<file path="config.mk">
export PLATFORM = sky130hd
export DESIGN_NAME = rx_edge_monitor
export DESIGN_NICKNAME = d
export VERILOG_FILES = /design/src/rtl/rx_edge_pkg.sv /design/src/rtl/rx_edge_chan.sv /design/src/rtl/rx_edge_monitor.sv
export SDC_FILE = /design/constraint.sdc
export NUM_CORES = 1
export LEC_CHECK = 0
export BUFFER_PORTS_ARGS = -buffer_cell sky130_fd_sc_hd__buf_2
export CORE_MARGIN = 2
export CORE_UTILIZATION = 52
export CTS_BUF_LIST = sky130_fd_sc_hd__clkbuf_4
export DETAILED_ROUTE_END_ITERATION = 16
export HOLD_SLACK_MARGIN = 0.02
export PLACE_DENSITY_LB_ADDON = 0.05
export SYNTH_ARGS = -nofsm -noshare
export SYNTH_HDL_FRONTEND = slang
export SYNTH_SLANG_ARGS = --single-unit
</file>
<file path="constraint.sdc">
create_clock -name clk -period 2.4 [get_ports clk]
set_clock_uncertainty 0.05 [all_clocks]
set_input_delay 0.12 -clock clk [delete_from_list [all_inputs] [get_ports clk]]
set_output_delay 0.12 -clock clk [all_outputs]
set_load 0.05 [all_outputs]
</file>
<file path="src/rtl/rx_edge_pkg.sv">
// Shared types and default constants for the RX line edge monitor.
//   edge_mode_t   : per-channel edge qualification mode
//   DEF_*         : default parameter values used by rx_edge_monitor
//   qualify()     : turns a raw filtered-level change into a qualified edge
package rx_edge_pkg;

    typedef enum logic [1:0] {
        EDGE_OFF  = 2'b00,
        EDGE_RISE = 2'b01,
        EDGE_FALL = 2'b10,
        EDGE_ANY  = 2'b11
    } edge_mode_t;

    localparam int unsigned DEF_NUM_CH      = 2;
    localparam int unsigned DEF_SYNC_STAGES = 2;   // legal 2..4
    localparam int unsigned DEF_FILT_CYCLES = 3;   // legal 1..15
    localparam int unsigned DEF_CNT_W       = 8;
    localparam logic [1:0]  DEF_IDLE_VAL    = 2'b01; // D+ idles 1, D- idles 0

    // Wide enough for a filter count up to FILT_CYCLES-1 = 14.
    localparam int unsigned FILT_CNT_W = 4;

    function automatic logic qualify(input edge_mode_t mode,
                                     input logic       filt,
                                     input logic       prev);
        logic raw;
        raw = filt ^ prev;
        case (mode)
            EDGE_RISE: qualify = raw & filt;
            EDGE_FALL: qualify = raw & ~filt;
            EDGE_ANY:  qualify = raw;
            default:   qualify = 1'b0;
        endcase
    endfunction

endpackage

</file>
<file path="src/rtl/rx_edge_chan.sv">
// One channel of the RX edge monitor: input synchronizer, glitch filter,
// edge qualification, sticky flag and saturating edge counter.
//   clk, n_rst   : clock, asynchronous active-low reset
//   d_in         : raw asynchronous line input
//   edge_mode    : 00 off, 01 rise, 10 fall, 11 any
//   clr          : write-1-to-clear for edge_sticky / edge_cnt
//   filt_out     : synchronized, filtered line level
//   d_edge       : one-cycle qualified edge pulse (combinational)
//   edge_sticky  : set on qualified edge, held until clr
//   edge_cnt     : saturating qualified-edge count
module rx_edge_chan
    import rx_edge_pkg::*;
#(
    parameter int unsigned SYNC_STAGES = DEF_SYNC_STAGES,
    parameter int unsigned FILT_CYCLES = DEF_FILT_CYCLES,
    parameter int unsigned CNT_W       = DEF_CNT_W,
    parameter logic        IDLE_BIT    = 1'b0
) (
    input  logic             clk,
    input  logic             n_rst,
    input  logic             d_in,
    input  logic [1:0]       edge_mode,
    input  logic             clr,
    output logic             filt_out,
    output logic             d_edge,
    output logic             edge_sticky,
    output logic [CNT_W-1:0] edge_cnt
);

    localparam logic [FILT_CNT_W-1:0] FILT_LAST = FILT_CNT_W'(FILT_CYCLES - 1);
    localparam logic [CNT_W-1:0]      CNT_MAX   = '1;

    logic [SYNC_STAGES-1:0] sync_q;
    logic                   sync;
    logic [FILT_CNT_W-1:0]  filt_cnt;
    logic                   filt_prev;

    always_ff @(posedge clk or negedge n_rst) begin
        if (!n_rst) begin
            sync_q <= {SYNC_STAGES{IDLE_BIT}};
        end else begin
            sync_q <= {sync_q[SYNC_STAGES-2:0], d_in};
        end
    end

    assign sync = sync_q[SYNC_STAGES-1];

    // Level changes only after FILT_CYCLES consecutive mismatching samples;
    // any matching sample restarts the count.
    always_ff @(posedge clk or negedge n_rst) begin
        if (!n_rst) begin
            filt_cnt  <= '0;
            filt_out  <= IDLE_BIT;
            filt_prev <= IDLE_BIT;
        end else begin
            filt_prev <= filt_out;
            if (sync == filt_out) begin
                filt_cnt <= '0;
            end else if (filt_cnt == FILT_LAST) begin
                filt_out <= sync;
                filt_cnt <= '0;
            end else begin
                filt_cnt <= filt_cnt + 1'b1;
            end
        end
    end

    assign d_edge = qualify(edge_mode_t'(edge_mode), filt_out, filt_prev);

    // A clear coinciding with an edge keeps that edge so none is lost.
    always_ff @(posedge clk or negedge n_rst) begin
        if (!n_rst) begin
            edge_sticky <= 1'b0;
            edge_cnt    <= '0;
        end else if (clr) begin
            edge_sticky <= d_edge;
            edge_cnt    <= d_edge ? CNT_W'(1) : '0;
        end else if (d_edge) begin
            edge_sticky <= 1'b1;
            if (edge_cnt != CNT_MAX) begin
                edge_cnt <= edge_cnt + 1'b1;
            end
        end
    end

endmodule

</file>
<file path="src/rtl/rx_edge_monitor.sv">
// Multi-channel RX line edge monitor (ch0 = D+, ch1 = D-).
//   clk, n_rst   : clock, asynchronous active-low reset
//   d_in         : raw asynchronous line inputs, one per channel
//   edge_mode    : per-channel mode, bits [2i+1:2i] = channel i
//   clr          : per-channel write-1-to-clear for sticky and count
//   filt_out     : synchronized, glitch-filtered levels
//   d_edge       : per-channel one-cycle qualified edge pulses
//   any_edge     : OR of all d_edge bits
//   edge_sticky  : per-channel sticky edge flags
//   edge_cnt     : per-channel counts, channel i in [(i+1)*CNT_W-1:i*CNT_W]
module rx_edge_monitor
    import rx_edge_pkg::*;
#(
    parameter int unsigned       NUM_CH      = DEF_NUM_CH,
    parameter int unsigned       SYNC_STAGES = DEF_SYNC_STAGES,
    parameter int unsigned       FILT_CYCLES = DEF_FILT_CYCLES,
    parameter int unsigned       CNT_W       = DEF_CNT_W,
    parameter logic [NUM_CH-1:0] IDLE_VAL    = NUM_CH'(DEF_IDLE_VAL)
) (
    input  logic                    clk,
    input  logic                    n_rst,
    input  logic [NUM_CH-1:0]       d_in,
    input  logic [2*NUM_CH-1:0]     edge_mode,
    input  logic [NUM_CH-1:0]       clr,
    output logic [NUM_CH-1:0]       filt_out,
    output logic [NUM_CH-1:0]       d_edge,
    output logic                    any_edge,
    output logic [NUM_CH-1:0]       edge_sticky,
    output logic [NUM_CH*CNT_W-1:0] edge_cnt
);

    for (genvar i = 0; i < NUM_CH; i++) begin : g_ch
        rx_edge_chan #(
            .SYNC_STAGES (SYNC_STAGES),
            .FILT_CYCLES (FILT_CYCLES),
            .CNT_W       (CNT_W),
            .IDLE_BIT    (IDLE_VAL[i])
        ) u_chan (
            .clk         (clk),
            .n_rst       (n_rst),
            .d_in        (d_in[i]),
            .edge_mode   (edge_mode[2*i+1:2*i]),
            .clr         (clr[i]),
            .filt_out    (filt_out[i]),
            .d_edge      (d_edge[i]),
            .edge_sticky (edge_sticky[i]),
            .edge_cnt    (edge_cnt[(i+1)*CNT_W-1:i*CNT_W])
        );
    end

    assign any_edge = |d_edge;

endmodule

</file>
# Yosys cells after proc, flatten, opt, wreduce, memory -nomap -nowiden
# Cells that the tools add are included.
word_totals:
  regBits: 34
  input_bits: 10
  output_inout_bits: 23
  wordCells: 65
classes:
  addsub: 4
  eq_ne: 12
  mux: 18
  bitwise_logic: 10
  reduce_logical: 9
ops:
  columns: ["operator", "n"]
  rows:
  - ["8-bit 2-to-1 mux", 6]
  - ["8-bit by 1-bit adder with 8-bit output, second input constant", 2]
  - ["4-bit 2-to-1 mux", 4]
  - ["8-bit != test, second input constant", 2]
  - ["4-bit by 1-bit adder with 4-bit output, second input constant", 2]
  - ["2-bit == test, second input constant", 4]
  - ["4-bit by 2-bit == test with 1-bit output, second input constant", 2]
  - ["2-bit AND reduction", 4]
  - ["2-bit nonzero test", 4]
  - ["1-bit 2-to-1 mux", 6]
  - ["1-bit one-hot mux with 3 select lines", 2]
  - ["1-bit bitwise AND", 4]
  - ["2-bit by 1-bit == test with 1-bit output, second input constant", 2]
  - ["1-bit inverter", 4]
  - ["1-bit == test", 2]
  - ["2-bit OR reduction", 1]
  - ["1-bit bitwise XOR", 2]

# Depth between registers and ports, before layout
logic_depth:
  word_depth: 5
  ltp_mapped: 7
  ltp_nobuf: 6

# Modules after synthesis
# A second synthesis with hierarchy kept.
hier_totals:
  cells_unflattened: 174
  hier_area_um2: 1860.5
modules_own_cells:
  columns: ["mod", "n_inst", "cells_per_inst", "area_each_um2", "seq_area_each_um2"]
  rows:
  - ["rx_edge_chan (g_ch[0].u_chan)", 1, 88, 937.1, 430.4]
  - ["rx_edge_chan (g_ch[1].u_chan)", 1, 85, 917.1, 425.4]
  - ["rx_edge_monitor", 1, 1, 6.3, 0.0]

# Worst setup path after synthesis
# No wires, ideal clock.
synth_timing:
  path_type: "reg2out"
  startpoint: "reg g_ch[1].u_chan.filt_out"
  endpoint: "out any_edge"
  arrival_time_ns: 2.001
  required_time_ns: 2.230
  slack_ns: 0.229
  path_stages_with_launch: 5
  path_cell_list: "dfrtp_1 and4b_1 a211oi_2 buf_2 o21ai_0"
synth_via:
  elab_chain_len: 4
  word_cells_on_any_way: 6
  cone_classes: "mux: 1; bitwise: 4; reduce/logical: 1"
synth_lines:
  columns: ["element", "line_no", "text"]
  rows:
  - ["start: declaration", "rx_edge_chan.sv:24", "output logic filt_out,"]
  - ["start signal: assignment", "rx_edge_chan.sv:60", "filt_out <= sync;"]
  - ["1-bit bitwise XOR or 1-bit inverter (tied branches)", "rx_edge_pkg.sv:27, rx_edge_pkg.sv:30", null]
  - ["1-bit bitwise AND, on equally long branches", "rx_edge_pkg.sv:30, rx_edge_pkg.sv:29", null]
  - ["1-bit one-hot mux with 3 select lines *", "rx_edge_pkg.sv:28", "case (mode)"]
  - ["2-bit OR reduction *", "rx_edge_monitor.sv:51", "assign any_edge = |d_edge;"]
  - ["end: declaration", "rx_edge_monitor.sv:27", "output logic any_edge,"]
# Mark *: on every way between the ends. The rest lies on a longest branch, timed or not.

# Final worst setup path
layout_timing:
  startpoint: "reg g_ch[0].u_chan.filt_out"
  endpoint: "out any_edge"
layout_via:
  elab_chain_len: 4
  word_cells_on_any_way: 6
  cone_classes: "mux: 1; bitwise: 4; reduce/logical: 1"
layout_lines:
  columns: ["element", "line_no"]
  rows:
  - ["start: declaration", "rx_edge_chan.sv:24"]
  - ["start signal: assignment", "rx_edge_chan.sv:60"]
  - ["1-bit bitwise XOR or 1-bit inverter (tied branches)", "rx_edge_pkg.sv:27, rx_edge_pkg.sv:30"]
  - ["1-bit bitwise AND, on equally long branches", "rx_edge_pkg.sv:30, rx_edge_pkg.sv:29"]
  - ["1-bit one-hot mux with 3 select lines *", "rx_edge_pkg.sv:28"]
  - ["2-bit OR reduction *", "rx_edge_monitor.sv:51"]
# Marks and branches as above.

==> impl_metrics.csv <==
group,metric,value,unit
die,coreArea,3420,sq um
sta,hold_violations,0,
sta,tightest_slew,0.729,ns
yosys,syn_nets,203,
yosys,netlist.top_cell.by_area,"dfrtp_1",
drt,wl_per_cell,12.9,microns
yosys,synth_top_area_share,39.8,%
power_and_ir_drop,total_power,2.12,mW
clock_network,clock-root-buffer,"clkbuf_4",
die,die_w,64.2,microns
run_status,status,"finished clean",
setup_path,endpoint_kind,"primary output",
drt,routed_wl,3.37,mm
drt,vias,1395,
global_routing,track_usage,18.2,%
global_routing,antenna_found_initial,0,
yosys,synth_top_cells_by_area,"dfrtp_1 (40%), ha_1 (8.0%), mux2_2 (6.6%)",
yosys,synth-edff-count,0,
sta,slew_violations,0,
yosys,avgSynthCellArea,10.4,sq um
placement,hpwlAfterDp,2.54,mm
yosys,ys_ff_latch,34,
sta,max_freq,445,MHz
final_layout,n_antenna_cell,0,
yosys,syn_area,1880,sq um
sta,period_share,93.7,%
clock_network,cts.clk_slew.worst_paths,0.12,ns
final_layout,num-nets-final,237,
setup_path,reg2reg_from,"g_ch[0].u_chan.filt_out",
global_routing,grt_start_max_net_pins,35,
setup_path,slowest_stage,"dfstp_2",
setup_path,worstReg2RegEnd,"g_ch[0].u_chan.edge_cnt[6]",
drt,ant_nets,0,
sta,final-setup-viol-count,0,
yosys,seq_area_frac_synth,45.4,%
global_routing,grt_pass1_wl,5.78,mm
global_routing,overflow,0,
setup_path,worstPathCellList,"and4b_1, a211oi_4, or2_2, o21ai_0, buf_2",
clock_network,cts_setup_buffers,0,
placement,finalWeightedCongestion,0.854,
worst_hold_path,min-delay-path-class,"in2reg",
sta,rsz0062_at_grt,"no",
setup_path,crit_arrival,2.08,ns
die,initial_core_util,55.2,%
setup_path,r2r_setup_slack,0.49,ns
job,cap_viol_max_count,0,
power_and_ir_drop,vdd_drop_max,0.559,mV
yosys,synth_cells,181,
worst_hold_path,hp-start,"clr[0]",
setup_path,crit_buf_inv,1,
sta,relSlewSlack,51.4,%
clock_network,cts_sinks,34,
setup_path,path_class,"reg2out",
global_routing,grt_pass1_vias,1374,
die,row_count,21,
setup_path,worst-path-max-fanout,8,
sta,tns,0,ns
setup_path,r2r_cells,4,
clock_network,h-tree-depth,2,
drt,drtIter0Drc,91,
setup_path,start_kind,"register",
clock_network,cts_tree,"built",
clock_network,clk_latency,0.34,ns
yosys,yosysUniqueCellTypes,39,
drt,viasPerCell,5.32,
final_layout,syn_to_final_growth,16.5,%
yosys,synth_flop_cell,"dfrtp_1",
clock_network,clk_path_buf_depth,2,
power_and_ir_drop,power_leakage,1.06,nW
drt,drtPass1Iterations,4,
die,top_level_ports,33,
setup_path,cpPeakStageDelay,0.60,ns
setup_path,required,2.23,ns
worst_hold_path,hold_depth,2,
yosys,synth_warnings,0,
sta,min_period,2.25,ns
setup_path,path_delay_family,"flip-flops",
clock_network,cts-buffers-inserted,5,
die,die_area,4120,sq um
die,die_h,64.2,microns
final_layout,drive_above_1_share,29.2,%
yosys,async_reset_ff_share,100,%
placement,numPortBuffers,32,
power_and_ir_drop,p_per_area,965,nW/um^2
worst_hold_path,hold_end,"g_ch[0].u_chan.edge_cnt[0]",
drt,post-route-drc-count,0,
[repair_timing]
| action | CTS | global route |
|---|---|---|
| hold endpoints to repair | 33 | 0 |
| resized for setup | 0 | 0 |
| hold buffers | 4 | 0 |
[metrics by stage]
| stage | util [%] | cells | area [sq um] | worst slack (ns) | hold WS (ns) |
|---|---|---|---|---|---|
| after floorplan | - | 181 | 1880 | 0.229 | -0.226 |
| after global placement | 60.0 | 250 | 2050 | 0.550 | 0.172 |
| after detailed placement | 60.0 | 250 | 2050 | 0.471 | 0.180 |
| after CTS | 64.2 | 262 | 2190 | 0.128 | 0.111 |
| after global routing | 64.2 | 262 | 2190 | 0.00139 | 0.132 |
| final | 64.2 | 262 | 2190 | 0.151 | 0.128 |
[cells by family (layout without fill, tap and decap cells)]
| group | count (synthesis) | in the layout | share of synthesized area, % |
|---|---|---|---|
| simple gates | 78 | 78 | 23.2 |
| flops | 34 | 34 | 45.4 |
| buf+inv | 21 | 56 | 5.44 |
| compound gates | 15 | 15 | 6.57 |
| mux | 13 | 13 | 7.64 |
| fa+ha+maj | 12 | 12 | 7.97 |
| xor+xnor | 8 | 8 | 3.72 |
[per-layer routing]
metal	wire, microns	global-route usage [%]	part of all wire (%)	up-vias
li1	-	-	-	689
met1	1420	20.3	42	668
met2	1720	32.8	51	33
met3	171	4.93	5.1	5
met4	60	7.18	1.8	0
met5	0	0	0	-
[flip-flops by register name (all words and copies together) (netlist names)]
| register | cells |
|---|---|
| g_ch.u_chan.filt_prev | 2 |
| g_ch.u_chan.edge_sticky | 2 |
| g_ch.u_chan.filt_out | 2 |
| g_ch.u_chan.sync_q | 4 |
| g_ch.u_chan.filt_cnt | 8 |
| g_ch.u_chan.edge_cnt | 16 |
[cells in the final DEF, fill, tap and decap left out, drive strengths merged, types with 2 or more instances in the layout]
cell / n
mux2i: 2
o21ai: 5
nor4: 7
mux2: 11
buf: 33
a211oi: 2
dfrtp: 30
nand4: 3
nand2: 8
dlygate4sd3: 4
bufinv: 2
a21oi: 2
xnor2: 2
nor3: 3
nand3: 8
nor4b: 2
ha: 12
xor2: 6
nor2: 22
dfstp: 4
and4b: 3
clkbuf: 5
inv: 11
nor2b: 9
nand2b: 6
and4bb: 2
[power breakdown]
| group | internal [mW] | total [mW] | switching (mW) |
|---|---|---|---|
| sequential | 0.696 | 0.815 | 0.119 |
| clock | 0.326 | 0.529 | 0.203 |
| combinational | 0.243 | 0.774 | 0.532 |
[layout make-up]
cell class,instances,area [sq um]
clock inverters,3,68.8
clock buffers,5,37.5
repair buffers,37,208
fillers,298,1220
flip-flops and latches,34,856
well taps,46,57.6
inverters,11,41.3
multi-input cells,126,926
[cell usage after synthesis (3+ instances only)]
cell type and count:
and4b_1 3, nor2b_1 9, dfstp_2 4, dfrtp_1 30, mux2_2 11, o21ai_0 5
nor2_1 22, nor4_1 7, nand2_1 8, xor2_1 6, nand2b_1 6, nor3_1 3
inv_1 11, nand3_1 8, buf_4 6, nand4_1 3, ha_1 12
[worst max-delay path by stage]
stage,from,end,slack (ns),cells past startpoint
global placement,edge_mode[2],g_ch[1].u_chan.edge_cnt[6],0.55,8
detailed placement,g_ch[0].u_chan.filt_out,g_ch[0].u_chan.edge_cnt[6],0.47,4
global route,g_ch[0].u_chan.filt_out,any_edge,0.001,5
floorplan,g_ch[1].u_chan.filt_out,any_edge,0.23,4
CTS,g_ch[0].u_chan.filt_out,any_edge,0.13,5
finish,g_ch[0].u_chan.filt_out,any_edge,0.15,5
Note: power is estimated with default switching activity, not from simulation.
